--- src/rtl/text_writer_pkg.sv ---
// Shared constants, control codes and FSM encoding for the 80x50 text buffer
// (also used by the display scanner).
package text_pkg;

    localparam int COLS         = 80;
    localparam int ROWS         = 50;
    localparam int TEXT_BYTES   = 4000;
    localparam int SCROLL_BYTES = TEXT_BYTES - COLS;

    localparam logic [7:0] FILL_CHAR = 8'h20;
    localparam logic [7:0] CH_BS     = 8'h08;
    localparam logic [7:0] CH_LF     = 8'h0A;
    localparam logic [7:0] CH_FF     = 8'h0C;
    localparam logic [7:0] CH_CR     = 8'h0D;

    localparam logic [6:0]  LAST_COL    = 7'd79;
    localparam logic [5:0]  LAST_ROW    = 6'd49;
    localparam logic [11:0] ROW_STRIDE  = 12'd80;
    localparam logic [11:0] SCROLL_LAST = 12'd3919;
    localparam logic [11:0] TEXT_LAST   = 12'd3999;

    typedef enum logic [2:0] {
        ST_IDLE    = 3'd0,
        ST_EXEC    = 3'd1,
        ST_SCR_RD  = 3'd2,
        ST_SCR_LAT = 3'd3,
        ST_SCR_WR  = 3'd4,
        ST_FILL    = 3'd5
    } state_e;

    // row*80 without a multiplier: row*64 + row*16.
    function automatic logic [11:0] row_base(input logic [5:0] row);
        logic [11:0] r;
        r = {6'd0, row};
        return (r << 6) + (r << 4);
    endfunction

endpackage

--- src/rtl/text_writer.sv ---
// Character-stream writer: prints bytes into the text RAM, tracks the cursor,
// and sequences scroll-up and clear through the RAM write port.
module text_writer
    import text_pkg::*;
(
    input  logic        clock,
    input  logic        reset,
    input  logic [7:0]  in_data,
    input  logic        in_valid,
    output logic        in_ready,
    output logic [11:0] mem_addr,
    output logic [7:0]  mem_wdata,
    output logic        mem_we,
    input  logic [7:0]  mem_rdata,
    output logic [6:0]  cursor_x,
    output logic [5:0]  cursor_y,
    output logic        busy
);

    state_e      state_q, state_d;
    logic [11:0] idx_q, idx_d;
    logic [6:0]  cx_q, cx_d;
    logic [5:0]  cy_q, cy_d;
    logic [7:0]  byte_q, byte_d;
    logic [11:0] addr_q, addr_d;
    logic [7:0]  wdata_q, wdata_d;
    logic        we_q, we_d;
    logic        ready_q;
    logic        busy_q;
    logic        new_line_s;

    // Next-state and next-output decode; RAM outputs are registered one cycle after the state that issues them.
    always_comb begin
        state_d    = state_q;
        idx_d      = idx_q;
        cx_d       = cx_q;
        cy_d       = cy_q;
        byte_d     = byte_q;
        addr_d     = addr_q;
        wdata_d    = wdata_q;
        we_d       = 1'b0;
        new_line_s = 1'b0;
        case (state_q)
            ST_IDLE: begin
                if (in_valid && ready_q) begin
                    byte_d  = in_data;
                    state_d = ST_EXEC;
                end else begin
                    state_d = ST_IDLE;
                end
            end
            ST_EXEC: begin
                state_d = ST_IDLE;
                case (byte_q)
                    CH_CR: cx_d = 7'd0;
                    CH_LF: new_line_s = 1'b1;
                    CH_BS: begin
                        if (cx_q != 7'd0) begin
                            cx_d = cx_q - 7'd1;
                        end else if (cy_q != 6'd0) begin
                            cx_d = LAST_COL;
                            cy_d = cy_q - 6'd1;
                        end else begin
                            cx_d = cx_q;
                        end
                    end
                    CH_FF: begin
                        cx_d    = 7'd0;
                        cy_d    = 6'd0;
                        idx_d   = 12'd0;
                        state_d = ST_FILL;
                    end
                    default: begin
                        we_d    = 1'b1;
                        addr_d  = {5'd0, cx_q} + row_base(cy_q);
                        wdata_d = byte_q;
                        if (cx_q == LAST_COL) begin
                            new_line_s = 1'b1;
                        end else begin
                            cx_d = cx_q + 7'd1;
                        end
                    end
                endcase
                // Overflow past the bottom row keeps the cursor on row 49 and scrolls.
                if (new_line_s) begin
                    cx_d = 7'd0;
                    if (cy_q == LAST_ROW) begin
                        idx_d   = 12'd0;
                        state_d = ST_SCR_RD;
                    end else begin
                        cy_d = cy_q + 6'd1;
                    end
                end else begin
                    cy_d = cy_d;
                end
            end
            ST_SCR_RD: begin
                addr_d  = idx_q + ROW_STRIDE;
                state_d = ST_SCR_LAT;
            end
            ST_SCR_LAT: state_d = ST_SCR_WR;
            ST_SCR_WR: begin
                we_d    = 1'b1;
                addr_d  = idx_q;
                wdata_d = mem_rdata;
                idx_d   = idx_q + 12'd1;
                if (idx_q == SCROLL_LAST) begin
                    state_d = ST_FILL;
                end else begin
                    state_d = ST_SCR_RD;
                end
            end
            ST_FILL: begin
                we_d    = 1'b1;
                addr_d  = idx_q;
                wdata_d = FILL_CHAR;
                if (idx_q == TEXT_LAST) begin
                    state_d = ST_IDLE;
                end else begin
                    idx_d = idx_q + 12'd1;
                end
            end
            default: begin
                idx_d   = 12'd0;
                state_d = ST_FILL;
            end
        endcase
    end

    // State, cursor and output registers; reset restarts a full clear from address 0.
    always_ff @(posedge clock) begin
        if (reset) begin
            state_q <= ST_FILL;
            idx_q   <= 12'd0;
            cx_q    <= 7'd0;
            cy_q    <= 6'd0;
            byte_q  <= 8'd0;
            addr_q  <= 12'd0;
            wdata_q <= FILL_CHAR;
            we_q    <= 1'b0;
            ready_q <= 1'b0;
            busy_q  <= 1'b1;
        end else begin
            state_q <= state_d;
            idx_q   <= idx_d;
            cx_q    <= cx_d;
            cy_q    <= cy_d;
            byte_q  <= byte_d;
            addr_q  <= addr_d;
            wdata_q <= wdata_d;
            we_q    <= we_d;
            ready_q <= (state_d == ST_IDLE);
            busy_q  <= (state_d != ST_IDLE);
        end
    end

    assign in_ready  = ready_q;
    assign busy      = busy_q;
    assign mem_addr  = addr_q;
    assign mem_wdata = wdata_q;
    assign mem_we    = we_q;
    assign cursor_x  = cx_q;
    assign cursor_y  = cy_q;

endmodule
--- config.mk ---
export PLATFORM = sky130hd
export DESIGN_NAME = text_writer
export DESIGN_NICKNAME = d
export VERILOG_FILES = /design/src/rtl/text_writer_pkg.sv /design/src/rtl/text_writer.sv
export SDC_FILE = /design/constraint.sdc
export NUM_CORES = 1
export LEC_CHECK = 0
export CAP_MARGIN = 20
export CORE_AREA = 2 2 90 114
export DETAILED_ROUTE_END_ITERATION = 10
export DIE_AREA = 0 0 92 116
export HOLD_SLACK_MARGIN = 0.12
export PLACE_DENSITY_LB_ADDON = 0.2
export REMOVE_ABC_BUFFERS = 1
export SKIP_CTS_REPAIR_TIMING = 1
export SLEW_MARGIN = 10
export SYNTH_ARGS = -nofsm -noshare
export SYNTH_HDL_FRONTEND = slang
export SYNTH_SLANG_ARGS = --single-unit
--- constraint.sdc ---
create_clock -name clock -period 3 [get_ports clock]
set_clock_uncertainty 0.1 [all_clocks]
set_input_delay 0.3 -clock clock [delete_from_list [all_inputs] [get_ports clock]]
set_output_delay 0.3 -clock clock [all_outputs]
set_load 0.02 [all_outputs]
==> flow_summary.toml <==
[timing]
fin_hold_ws_ns = 0.2865
fmax_ghz = 0.3738
post-route-period-util = 0.8919
fin_ws_ns = 0.3244
fin_crit_ns = 2.676
tns_ns = 0
worst_pin_slew_ns = 1.043
setup_viol = 0
hold_viol_final = 0
rsz0062_at_grt = "no"
maxSlewViolCount = 0
max_slew_margin = 0.3048

[floorplanning]
coreArea_mm2 = 0.009509
io_pins = 55
dieArea_mm2 = 0.01067
row_count = 40
die_h_um = 116
die_width_um = 92
start_util = 0.4124

[detailed_routing]
first_pass_iters = 5
drt_iter0_drc = 251
wl_per_cell_um = 17.28
vias_per_cell = 6.001
drt_wl_total_um = 11520
ant_nets = 0
drt_drc_violations_left = 0
num_vias = 4003

[critical_path]
path_max_fanout = 9
critPathBufInv = 0
cp_top_family = "compound AO/OA/AOI/OAI gates"
worstSetupEndpointType = "flop"
cpPeakStageDelay_ns = 0.50
cp_slowest_cell = "dfxtp_1"
cpMostUsedCell = "o21ai_0"
crit_required_ns = 3.11
worstPathCellList = "fa_1, ha_1, a21o_1, a21oi_1, o21ai_0, xor2_1, o21ai_0, a2111oi_0"
r2r_start = "cursor_x[6]"
r2r_slack_ns = 0.32
r2r_cells = 8
timing.rr.end = "mem_addr[10]"
critPathArrivalTime_ns = 2.79
crit_type = "reg2reg"
crit_path_start_kind = "flop"

[cells_and_area]
final_util = 0.5151
finish.net_count = 578
diodes = 0
drive_gt1_frac = 0.09982
area_delta_synth_final_pct = 24.92

[global_routing]
grt_usage = 0.2215
grt_first_pass_wirelength_um = 18850
antenna_found_initial = 0
grt_max_degree = 24
grt_pass1_vias = 3780
grt.overflow.total = 0

[synth]
synth_warnings = 0
ys_ff_latch = 59
ys_top_cells_by_area = "dfxtp_1, ha_1, a21oi_1"
synth_flop_cell = "dfxtp_1"
seq_area_frac_synth = 0.3012
synth_commonest_cells = "dfxtp_1, nor2_1, a21oi_1, nand2_1, o21ai_0"
synth-edff-count = 0
synth_top_area_frac = 0.3012
synth_area_leader_cell = "dfxtp_1"
synth_area_mm2 = 0.003921
synth_cells = 487
ys_types = 77
async_flop_share = 0
synth_most_common_cell = "dfxtp_1"
postSynthAreaPerCell_um2 = 8.052

[clock_network]
cts_tree = "done"
clock-root-buffer = "clkbuf_16"
htree_levels = 3
clockBufferDepth = 2
numCtsBuffers = 9
cts.sinks = 59
clkTransAtPathRegs_ns = 0.06
clock_latency_ns = 0.34

[hold_path]
holdPathEnd = "byte_q[3]"
min_path_cells = 2
worstHoldPathType = "in2reg"
hp-start = "reset"

[power]
leakagePower_nw = 1.918
power_switching_w = 0.001268
combPwrFrac = 0.375
pwr-share-clk = 0.315
power_frac_seq = 0.310
vdd_drop_max_mv = 0.3722
power_density_mw_per_mm2 = 688.1
internal_power_w = 0.002102
switching_share = 0.3763

[placed_design]
hpwl_um = 8482
portBuffers = 54
pre_cts_ws_ns = 0.2959
gp_congestion = 0.9078

[run]
drv_cap = 0

[outcome]
status = "complete, no violations"
-- through the flow --
step | cells | total power, W | instance area (um^2)
after global placement | 651 | 0.002304 | 4596
after global routing | 667 | 0.003554 | 4898
final | 667 | 0.003370 | 4898
after detailed placement | 651 | 0.002320 | 4596
after floorplan | 456 | 0.001805 | 3790
after CTS | 667 | 0.003378 | 4898
-- sequential cells by signal, summed over array words and instances (netlist names) --
signal and flops:
mem_wdata 8, byte_q 8, cursor_x 7, cursor_y 6
mem_addr 12, state_q 3, idx_q 12, busy 1
mem_we 1, in_ready 1
-- cell usage in the layout (no fill, tap or decap), types with 4 or more instances in the layout --
cell             synthesis  layout
and3_1                  13      13
clkbuf_16                0       9
dfxtp_1                 59      59
a311oi_1                 7       7
inv_1                   13      13
nand2b_1                 6       6
o211ai_1                 6       6
nand2_1                 38      38
nand3_1                 22      22
a31oi_1                  6       6
ha_1                    21      21
nor3_1                  12      12
o21ai_0                 25      25
mux2_2                   4       4
nor2_1                  53      53
a211oi_1                22      22
nand4_1                  4       4
a21oi_1                 40      40
a21o_1                   6       6
mux2i_1                 18      18
and2_1                   4       4
buf_4                    1      15
clkdlybuf4s50_1          0      53
-- cell families after synthesis --
| kind of cell | after synthesis | synth area share |
|---|---|---|
| AND/OR/NAND/NOR | 180 | 0.2371 |
| AO/OA/AOI/OAI | 153 | 0.2690 |
| flip-flops | 59 | 0.3012 |
| buffers and inverters | 45 | 0.04691 |
| adder cells (fa/ha/maj) | 23 | 0.07722 |
| multiplexers | 22 | 0.05743 |
| XOR/XNOR | 5 | 0.01117 |
-- power groups by stage --
| stage | sequential [W] | combinational, W | clock [W] |
|---|---|---|---|
| final | 0.00105 | 0.00126 | 0.00106 |
| after global routing | 0.00107 | 0.00138 | 0.00111 |
| after CTS | 0.00105 | 0.00126 | 0.00107 |
| after detailed placement | 0.00106 | 0.00126 | 0 |
| after global placement | 0.00106 | 0.00124 | 0 |
| after floorplan | 0.00118 | 0.000628 | 0 |
-- layout make-up --
type	count	area [um^2]
clock buffers	9	225.2
clock inverters	7	77.57
fillers	934	4611
inverters	14	52.55
multi-input cells	383	2556
flip-flops and latches	59	1181
well taps	126	157.7
repair buffers	69	648.1
-- how the worst max path moves through the flow --
stage                     start           end  cells past startpoint
CTS                 cursor_x[6]  mem_addr[10]                      8
finish              cursor_x[6]  mem_addr[10]                      8
floorplan           cursor_y[2]  mem_addr[10]                      8
global placement    cursor_x[6]  mem_addr[10]                      8
global route        cursor_x[6]  mem_addr[10]                      8
detailed placement  cursor_x[6]  mem_addr[10]                      8
-- routing by layer --
layer	vias up	GRT usage	part of all wire	wire length [um]
met4	0	0.1005	0.035	402
met3	42	0.03966	0.051	585
li1	1926	-	-	-
met2	158	0.3765	0.49	5611
met1	1877	0.2750	0.43	4924
met5	-	0	0	0
-- worst register-to-register path, cell delays in order, from the launching register on --
cell       delay, ns
dfxtp_1         0.50
fa_1            0.50
ha_1            0.32
a21o_1          0.15
a21oi_1         0.22
o21ai_0         0.14
xor2_1          0.14
o21ai_0         0.09
a2111oi_0       0.39
(Power assumes the default switching activity.)
